[config.mk]
export PLATFORM = sky130hd
export DESIGN_NAME = present_sbox_sched_flat
export DESIGN_NICKNAME = d
export VERILOG_FILES = /design/src/rtl/present_sbox_sched_if.sv /design/src/rtl/present_sbox_sched.sv /design/src/flat_wrapper.sv
export SDC_FILE = /design/constraint.sdc
export NUM_CORES = 1
export LEC_CHECK = 0
export ABC_CLOCK_PERIOD_IN_PS = 3090
export CORE_ASPECT_RATIO = 1.2
export CORE_MARGIN = 8
export CORE_UTILIZATION = 35
export CTS_BUF_LIST = sky130_fd_sc_hd__clkbuf_8
export DETAILED_ROUTE_END_ITERATION = 10
export PLACE_DENSITY_LB_ADDON = 0.12
export SLEW_MARGIN = 20
export SYNTH_ARGS = -nofsm -noshare
export SYNTH_HDL_FRONTEND = slang
export SYNTH_SLANG_ARGS = --single-unit
[constraint.sdc]
create_clock -name clk -period 3.09 [get_ports clk]
set_input_delay 0.309 -clock clk [delete_from_list [all_inputs] [get_ports clk]]
set_output_delay 0.309 -clock clk [all_outputs]
set_load 0.005 [all_outputs]
[src/rtl/present_sbox_sched_if.sv]
// present_sbox_sched_if: valid/ready handshake bundle for present_sbox_sched.
// Build option: PRESENT_SBOX_INV_EN adds the 'inv' select line,
// which travels with in_data.
interface present_sbox_sched_if;
    logic        in_valid;
    logic        in_ready;
    logic [63:0] in_data;
    logic        out_valid;
    logic        out_ready;
    logic [63:0] out_data;
`ifdef PRESENT_SBOX_INV_EN
    logic        inv;

    modport master (
        output in_valid, in_data, inv, out_ready,
        input  in_ready, out_valid, out_data
    );

    modport slave (
        input  in_valid, in_data, inv, out_ready,
        output in_ready, out_valid, out_data
    );
`else
    modport master (
        output in_valid, in_data, out_ready,
        input  in_ready, out_valid, out_data
    );

    modport slave (
        input  in_valid, in_data, out_ready,
        output in_ready, out_valid, out_data
    );
`endif
endinterface

[src/rtl/present_sbox_sched.sv]
// present_sbox_sched: applies the PRESENT-80 4-bit S-box to a 64-bit state
// using NUM_SBOX shared lanes over 16/NUM_SBOX RUN cycles.
// Nibble 0 is processed first.
// Build option: PRESENT_SBOX_INV_EN adds a per-operation inverse S-box select.
// Reset is synchronous and active-high.
module present_sbox_sched #(
    parameter int NUM_SBOX = 1
) (
    input  logic                 clk,
    input  logic                 rst,
    present_sbox_sched_if.slave  bus,
    output logic                 busy
);

    localparam int          STEPS      = 16 / NUM_SBOX;
    localparam int          SLICE_W    = 4 * NUM_SBOX;
    localparam logic [3:0]  LAST_CNT   = 4'(STEPS - 1);
    localparam logic [63:0] SLICE_MASK = {64{1'b1}} >> (64 - SLICE_W);

    generate
        if (NUM_SBOX != 1 && NUM_SBOX != 2 && NUM_SBOX != 4 &&
            NUM_SBOX != 8 && NUM_SBOX != 16) begin : g_bad_num_sbox
            $error("present_sbox_sched: NUM_SBOX must be 1, 2, 4, 8 or 16");
        end
    endgenerate

    typedef enum logic [1:0] {
        IDLE = 2'd0,
        RUN  = 2'd1,
        DONE = 2'd2
    } state_t;

    state_t              state_q;
    state_t              state_d;
    logic [3:0]          cnt_q;
    logic [63:0]         data_q;
    logic [63:0]         data_d;
    logic [5:0]          shamt;
    logic [SLICE_W-1:0]  slice_in;
    logic [SLICE_W-1:0]  slice_out;
`ifdef PRESENT_SBOX_INV_EN
    logic                inv_q;
`endif

    function automatic logic [3:0] sbox_fwd(input logic [3:0] x);
        logic [3:0] y;
        case (x)
            4'h0: y = 4'hC;
            4'h1: y = 4'h5;
            4'h2: y = 4'h6;
            4'h3: y = 4'hB;
            4'h4: y = 4'h9;
            4'h5: y = 4'h0;
            4'h6: y = 4'hA;
            4'h7: y = 4'hD;
            4'h8: y = 4'h3;
            4'h9: y = 4'hE;
            4'hA: y = 4'hF;
            4'hB: y = 4'h8;
            4'hC: y = 4'h4;
            4'hD: y = 4'h7;
            4'hE: y = 4'h1;
            default: y = 4'h2;
        endcase
        return y;
    endfunction

`ifdef PRESENT_SBOX_INV_EN
    function automatic logic [3:0] sbox_inv(input logic [3:0] x);
        logic [3:0] y;
        case (x)
            4'h0: y = 4'h5;
            4'h1: y = 4'hE;
            4'h2: y = 4'hF;
            4'h3: y = 4'h8;
            4'h4: y = 4'hC;
            4'h5: y = 4'h1;
            4'h6: y = 4'h2;
            4'h7: y = 4'hD;
            4'h8: y = 4'hB;
            4'h9: y = 4'h4;
            4'hA: y = 4'h6;
            4'hB: y = 4'h3;
            4'hC: y = 4'h0;
            4'hD: y = 4'h7;
            4'hE: y = 4'h9;
            default: y = 4'hA;
        endcase
        return y;
    endfunction
`endif

    // The current slice starts at nibble cnt*NUM_SBOX.
    // The product is at most 60 for every legal NUM_SBOX.
    assign shamt    = 6'(int'(cnt_q) * SLICE_W);
    assign slice_in = SLICE_W'(data_q >> shamt);

    // S-box lanes: lane k substitutes nibble k of the current slice.
    always_comb begin
        // NOTE: every variable written in a combinational block gets a default
        // first, so no path through the block can leave it unassigned and
        // infer a latch.
        slice_out = '0;
        for (int k = 0; k < NUM_SBOX; k++) begin
`ifdef PRESENT_SBOX_INV_EN
            slice_out[4*k +: 4] = inv_q ? sbox_inv(slice_in[4*k +: 4])
                                        : sbox_fwd(slice_in[4*k +: 4]);
`else
            slice_out[4*k +: 4] = sbox_fwd(slice_in[4*k +: 4]);
`endif
        end
    end

    // Merge the substituted slice back into the state, leaving other nibbles intact.
    assign data_d = (data_q & ~(SLICE_MASK << shamt)) | (64'(slice_out) << shamt);

    // FSM state register; rst takes priority over every handshake.
    always_ff @(posedge clk) begin
        // NOTE: sequential state is assigned with non-blocking <= so every
        // register samples pre-edge values, independent of statement order.
        if (rst) begin
            state_q <= IDLE;
        end else begin
            state_q <= state_d;
        end
    end

    // FSM next-state logic.
    always_comb begin
        state_d = state_q;
        case (state_q)
            IDLE: if (bus.in_valid)       state_d = RUN;
            RUN:  if (cnt_q == LAST_CNT)  state_d = DONE;
            DONE: if (bus.out_ready)      state_d = IDLE;
            default:                      state_d = IDLE;
        endcase
    end

    // FSM outputs: handshake flags and busy are decoded from the state alone.
    always_comb begin
        bus.in_ready  = 1'b0;
        bus.out_valid = 1'b0;
        busy          = 1'b0;
        case (state_q)
            IDLE: bus.in_ready = 1'b1;
            RUN:  busy         = 1'b1;
            DONE: begin
                bus.out_valid = 1'b1;
                busy          = 1'b1;
            end
            default: ;
        endcase
    end

    // Datapath: capture on accept, substitute one slice per RUN cycle, hold otherwise.
    always_ff @(posedge clk) begin
        if (rst) begin
            // NOTE: data_q is a plain register rather than a memory array.
            // Its value shows on out_data, so it is reset along with the control state.
            data_q <= '0;
            cnt_q  <= '0;
`ifdef PRESENT_SBOX_INV_EN
            inv_q  <= 1'b0;
`endif
        end else begin
            case (state_q)
                IDLE: begin
                    if (bus.in_valid) begin
                        data_q <= bus.in_data;
                        cnt_q  <= '0;
`ifdef PRESENT_SBOX_INV_EN
                        inv_q  <= bus.inv;
`endif
                    end
                end
                RUN: begin
                    data_q <= data_d;
                    cnt_q  <= (cnt_q == LAST_CNT) ? 4'd0 : cnt_q + 4'd1;
                end
                default: ;
            endcase
        end
    end

    // The result register is visible in every state and holds the last result in IDLE.
    assign bus.out_data = data_q;

endmodule

[src/flat_wrapper.sv]
// flat-port wrapper written by rule: the top's interface ports become plain ports
module present_sbox_sched_flat 
#(
    parameter int NUM_SBOX = 1
)
  (clk, rst, busy, bus_in_valid, bus_in_data, bus_out_ready, bus_in_ready, bus_out_valid, bus_out_data);
  present_sbox_sched_if bus_i ();
  input  logic clk;
  input  logic rst;
  output logic busy;
  input wire logic [$bits(bus_i.in_valid)-1:0] bus_in_valid;
  input wire logic [$bits(bus_i.in_data)-1:0] bus_in_data;
  input wire logic [$bits(bus_i.out_ready)-1:0] bus_out_ready;
  output wire logic [$bits(bus_i.in_ready)-1:0] bus_in_ready;
  output wire logic [$bits(bus_i.out_valid)-1:0] bus_out_valid;
  output wire logic [$bits(bus_i.out_data)-1:0] bus_out_data;
  assign bus_i.in_valid = bus_in_valid;
  assign bus_i.in_data = bus_in_data;
  assign bus_i.out_ready = bus_out_ready;
  assign bus_in_ready = bus_i.in_ready;
  assign bus_out_valid = bus_i.out_valid;
  assign bus_out_data = bus_i.out_data;
  present_sbox_sched #(.NUM_SBOX(NUM_SBOX)) u_core (.clk(clk), .rst(rst), .bus(bus_i), .busy(busy));
endmodule
## Word level (Yosys, flattened, before mapping)

Memory sizes are Yosys's and may differ from the RTL's.
Index checks and enable logic that the tools add are counted.

- Reductions and logical operators: 5
- Equality and inequality tests: 6
- Shifts and indexed selects: 3
- Bitwise gates (word level): 3
- Add/sub/neg operators: 1
- Mux-type cells: 12

Operator list:

| kind | count |
|---|---|
| $pmux W64 S2 | 1 |
| $and A64 B64 Y64 | 1 |
| $mux W64 | 1 |
| $not A64 Y64 | 1 |
| $or A64 B64 Y64 | 1 |
| $shl A4 B6 Y64 | 1 |
| $shl A4 B6 Y64 const A | 1 |
| $shr A64 B6 Y4 | 1 |
| $mux W4 | 2 |
| $pmux W4 S2 | 1 |
| $mux W2 | 3 |
| $pmux W2 S3 | 1 |
| $add A4 B1 Y4 const B | 1 |
| $eq A4 B4 Y1 const B | 1 |
| $ne A2 B2 Y1 const B | 2 |
| $mux W1 | 3 |
| $reduce_and A3 Y1 | 1 |
| $eq A2 B1 Y1 const B | 1 |
| $eq A2 B2 Y1 const B | 1 |
| $logic_not A2 Y1 | 1 |
| $ne A2 B1 Y1 const B | 1 |
| $reduce_and A2 Y1 | 1 |
| $reduce_bool A2 Y1 | 1 |
| $reduce_or A2 Y1 | 1 |

- Output and inout port bits: 67
- Logic and storage cells: 34
- Register bits after elaboration: 70
- Memory bits (read-only): 64
- Memories: 1

Memory list:

| name | words | bits a word | read ports | clocked after memory_dff | write ports | RTL line | source |
|---|---|---|---|---|---|---|---|
| (name not given) | 16 | 4 | 1 | 0 | 0 | present_sbox_sched.sv:47 | `case (x)` |

## Depth between registers and ports, before layout

- Word-level depth: 5
- Gate-level depth with buffers: 13

## Least setup slack after synthesis

No wires, ideal clock.

- Path kind: register -> register
- Start: reg u_core.cnt_q[0]
- End: reg u_core.data_q[16], in the netlist u_core.bus.out_data[16]
- Cell stages (with the launch flop): 12
- Slack: -0.200 ns
- Arrival time: 3.203 ns
- Path through: dfxtp_1 -> buf_6 -> buf_6 -> mux4_2 -> a221oi_2 -> ha_1 -> a221oi_1 -> a221oi_1 -> a211oi_2 -> o211ai_2 -> or4_1 -> a221oi_2

- Cells in the longest elaborated chain, start to end: 5

RTL lines:

| what | RTL line | source |
|---|---|---|
| start, declared | present_sbox_sched.sv:35 | `logic [3:0] cnt_q;` |
| start signal, assigned | present_sbox_sched.sv:178 | `cnt_q <= (cnt_q == LAST_CNT) ? 4'd0 : cnt_q + 4'd1;` |
| $shr A64 B6 Y4 / $shl A4 B6 Y64 (equally long branches) | present_sbox_sched.sv:96, present_sbox_sched.sv:115 |  |
| $mem_v2 Z16 W4 / $not A64 Y64 (equally long branches) | n/a |  |
| $shl A4 B6 Y64 / $and A64 B64 Y64 (equally long branches) | present_sbox_sched.sv:115 | `assign data_d = (data_q & ~(SLICE_MASK << shamt)) \| (64'(slice_out) << shamt);` |
| $or A64 B64 Y64 * | present_sbox_sched.sv:115 |  |
| $pmux W64 S2 * | present_sbox_sched.sv:166 | `case (state_q)` |
| end signal, assigned | present_sbox_sched.sv:169 | `data_q <= bus.in_data;` |
| end signal, assigned | present_sbox_sched.sv:177 | `data_q <= data_d;` |
| end, declared | present_sbox_sched.sv:36 | `logic [63:0] data_q;` |

Every way passes the cells marked *; elsewhere a longest branch is shown, timed or not.
A chain may end at the register's enable or synchronous reset.

## Worst setup path in the final report

Ends and elaborated chain as after synthesis.

==> flow_metrics.tcl <==
set metrics [dict create \
    grt_first_pass_wirelength_um 32760 \
    violations "setup timing" \
    leading_area_contributor_after_synthesis "sky130_fd_sc_hd__dfxtp_1" \
    fp.dieW_um 122.0 \
    post_synth_most_frequent_cells "sky130_fd_sc_hd__nand2_1, sky130_fd_sc_hd__dfxtp_1, sky130_fd_sc_hd__nor2_1" \
    initial_utilization_pct 35.81 \
    postSynthCellCount 592 \
    dieArea_um2 17470 \
    stdcell_count 957 \
    place_congestion 0.9206 \
    synth.top_cell.area_share_pct 29.69 \
    summed_instance_area_of_the_synthesized_netlist_um2 4720 \
    ys_warn_count 0 \
    cpMostUsedCell "sky130_fd_sc_hd__a221oi_2" \
    synth-seq-cells 70 \
    utilization_pct 54.46 \
    final.setup.worst_slack_ns -0.1016 \
    critical_path.startpoint_type "flop" \
    tritoncts_clock_tree "done" \
    setup_viol 6 \
    fin_crit_sh_pct 103.3 \
    drive_gt1_share_pct 20.28 \
    num-fill-cells 1277 \
    max_rail_drop_vdd_mv 0.2534 \
    end_kind "flop" \
    hold_class "in2reg" \
    p_leak_nw 2.732 \
    fmax_mhz 313.3 \
    timing.max_cap.violations 0 \
    clkSlewWorstSetupHoldPaths_ns 0.08 \
    vias_per_cell 5.867 \
    post-route-drc-count 0 \
    rsz0062_at_grt "yes" \
    die_h_um 143.2 \
    path_max_fanout 8 \
    cp_cell_sequence "buf_4 > mux4_2 > a221oi_4 > ha_4 > a221oi_2 > a221oi_2 > a211oi_2 > o211ai_2 > or4_1 > a221oi_2" \
    powerDensity_nw_per_um2 521.4 \
    final_nets 866 \
    slowest_delay_ns 0.53 \
    post_placement_cell_area_um2 6813 \
    first_pass_iters 5 \
    areaGrowthSynthToFinish_pct 52.09 \
    syn-mean-instance-area_um2 7.972 \
    dp_slack_ns -0.2641 \
    antenna_found_initial 0 \
    fin_crit_ns 3.192 \
    post-dp-hpwl_um 16300 \
    worst-endpoint-required_ns 3.36 \
    synth_top_cells_by_area "sky130_fd_sc_hd__dfxtp_1, sky130_fd_sc_hd__nand2_1, sky130_fd_sc_hd__mux4_2, sky130_fd_sc_hd__mux2i_1, sky130_fd_sc_hd__a221oi_1" \
    ys_async_sr_fraction_pct 0 \
    synth_most_common_cell "sky130_fd_sc_hd__nand2_1" \
    overflow 0 \
    final_hold_viols 0 \
    io_buffers 134 \
    worst_skew_pair.late_latency_ns 0.35 \
    worst_slew_margin_rel_pct 31.17 \
    cp_num_buf_inv 1 \
    critical_path_class "reg2reg" \
    floorplan.core_area_um2 13180 \
    antenna-diode-count 0 \
    io-pin-count 135 \
    arrival_ns 3.46 \
    dpl.cell_count 935 \
    slowest_stage "sky130_fd_sc_hd__mux4_2" \
    antenna_left 0 \
    detail_route.wl_per_cell_um 22.60 \
    dominantRegCellSynth "sky130_fd_sc_hd__dfxtp_1" \
    synth_edf_count 0 \
    slew_viol_final 0 \
    synth_fp_nets 674 \
    final_cell_area_um2 7178 \
    cts_made_buffers 9 \
    routed_wire_length_um 21630 \
    cts_sinks 70 \
    num_vias 5615 \
    path_delay_family "compound AO/OA/AOI/OAI gates" \
    detailedRoute.firstIterationViolations 466 \
    first_global_vias 5597 \
    timing.hold.ws_ns 0.3758 \
    cts_root_buffer "sky130_fd_sc_hd__clkbuf_8" \
    yosys.cell_types.count 53 \
    grt_max_degree 56 \
    combined_global_route_utilization_of_all_metal_layers_pct 24.50 \
    clock_skew_ns 0.009870 \
    cts_htree_levels 3 \
    outcome "finished with violations" \
    seq_total_area_yosys_pct 29.69 \
    placement_rows 46 \
    tightestPinTransition_ns 1.026 \
    clock_tree.buffer_depth 2 \
]
==> final cells by class <==
| cell class | count | area, um^2 | area share (%) |
|---|---|---|---|
| well taps | 168 | 210.2 | 2.928 |
| clock inverters | 6 | 30.03 | 0.4183 |
| repair buffers | 225 | 2096 | 29.20 |
| clock buffers | 10 | 137.6 | 1.917 |
| inverters | 15 | 58.81 | 0.8192 |
| flip-flops and latches | 70 | 1409 | 19.63 |
| multi-input cells | 463 | 3237 | 45.09 |
==> state kept, by name, indices dropped and copies added (netlist names) <==
signal               count
u_core.state_q           2
u_core.cnt_q             4
u_core.bus.out_data     64
==> cells in the final DEF, fill, tap and decap left out, types with 4 or more instances in the layout <==
| master | instances |
|---|---|
| sky130_fd_sc_hd__a211oi_1 | 12 |
| sky130_fd_sc_hd__a211oi_2 | 5 |
| sky130_fd_sc_hd__a21o_1 | 4 |
| sky130_fd_sc_hd__a21oi_1 | 41 |
| sky130_fd_sc_hd__a221oi_1 | 18 |
| sky130_fd_sc_hd__a221oi_2 | 9 |
| sky130_fd_sc_hd__a22oi_1 | 12 |
| sky130_fd_sc_hd__a31oi_1 | 16 |
| sky130_fd_sc_hd__buf_12 | 4 |
| sky130_fd_sc_hd__buf_4 | 82 |
| sky130_fd_sc_hd__clkbuf_8 | 10 |
| sky130_fd_sc_hd__clkdlybuf4s50_1 | 133 |
| sky130_fd_sc_hd__dfxtp_1 | 68 |
| sky130_fd_sc_hd__ha_1 | 10 |
| sky130_fd_sc_hd__inv_1 | 13 |
| sky130_fd_sc_hd__mux2i_1 | 29 |
| sky130_fd_sc_hd__mux4_2 | 14 |
| sky130_fd_sc_hd__nand2_1 | 95 |
| sky130_fd_sc_hd__nand2b_1 | 5 |
| sky130_fd_sc_hd__nand3_1 | 21 |
| sky130_fd_sc_hd__nor2_1 | 42 |
| sky130_fd_sc_hd__nor3_1 | 18 |
| sky130_fd_sc_hd__nor4_1 | 10 |
| sky130_fd_sc_hd__o21ai_0 | 31 |
| sky130_fd_sc_hd__o21ai_1 | 9 |
| sky130_fd_sc_hd__o31a_1 | 5 |
==> where the power goes <==
part | total (W) | internal, W | switching [W]
combinational | 0.00187 | 0.000935 | 0.000932
clock | 0.000675 | 0.000304 | 0.000371
sequential | 0.00120 | 0.00104 | 0.000159
==> cell families (layout without fill, tap and decap cells) <==
family / after synthesis / in the layout / synth area share [%]
AOI/OAI and AO/OA: 190 / 190 / 27.70
muxes: 44 / 44 / 13.07
DFF: 70 / 70 / 29.69
adders and majority gates: 14 / 14 / 3.712
buffers and inverters: 59 / 256 / 5.302
and+or+nand+nor: 215 / 215 / 20.52
==> path summary, 6_finish.rpt <==
kind                                          endpoint  cells after the start  slack [ns]                                 start
setup / recovery  u_core.bus.out_data[16]$_SDFFE_PP0P_                     10       -0.10          u_core.cnt_q[0]$_SDFFE_PP0P_
hold / removal          u_core.state_q[0]$_SDFFE_PP0P_                      2        0.38                                   rst
setup reg to reg  u_core.bus.out_data[16]$_SDFFE_PP0P_                     10       -0.10          u_core.cnt_q[0]$_SDFFE_PP0P_
hold reg to reg   u_core.bus.out_data[10]$_SDFFE_PP0P_                      2        0.51  u_core.bus.out_data[10]$_SDFFE_PP0P_
==> metrics by stage <==
step | power [W] | setup TNS [ns]
2_1_floorplan | 0.002002 | -0.1116
3_3_place_gp | 0.002959 | -0.9330
3_5_place_dp | 0.002979 | -3.509
4_1_cts | 0.003697 | -0.4342
5_1_grt | 0.003936 | -2.623
6_report | 0.003743 | -0.4711
==> repair_timing <==
item	CTS	global route
resized for setup	16	24
endpoints found under the setup margin	31	44
pin swaps	8	8
hold buffers	0	0
buffers inserted	5	1
==> layer usage <==
layer,vias to the layer above,GRT usage (%),wire (um)
met3,40,4.939,1446
met2,224,39.94,10460
met1,2746,30.43,8933
met4,0,10.67,788
li1,2605,-,-
met5,-,0,0
No activity file was read; power rests on OpenSTA's default activity.
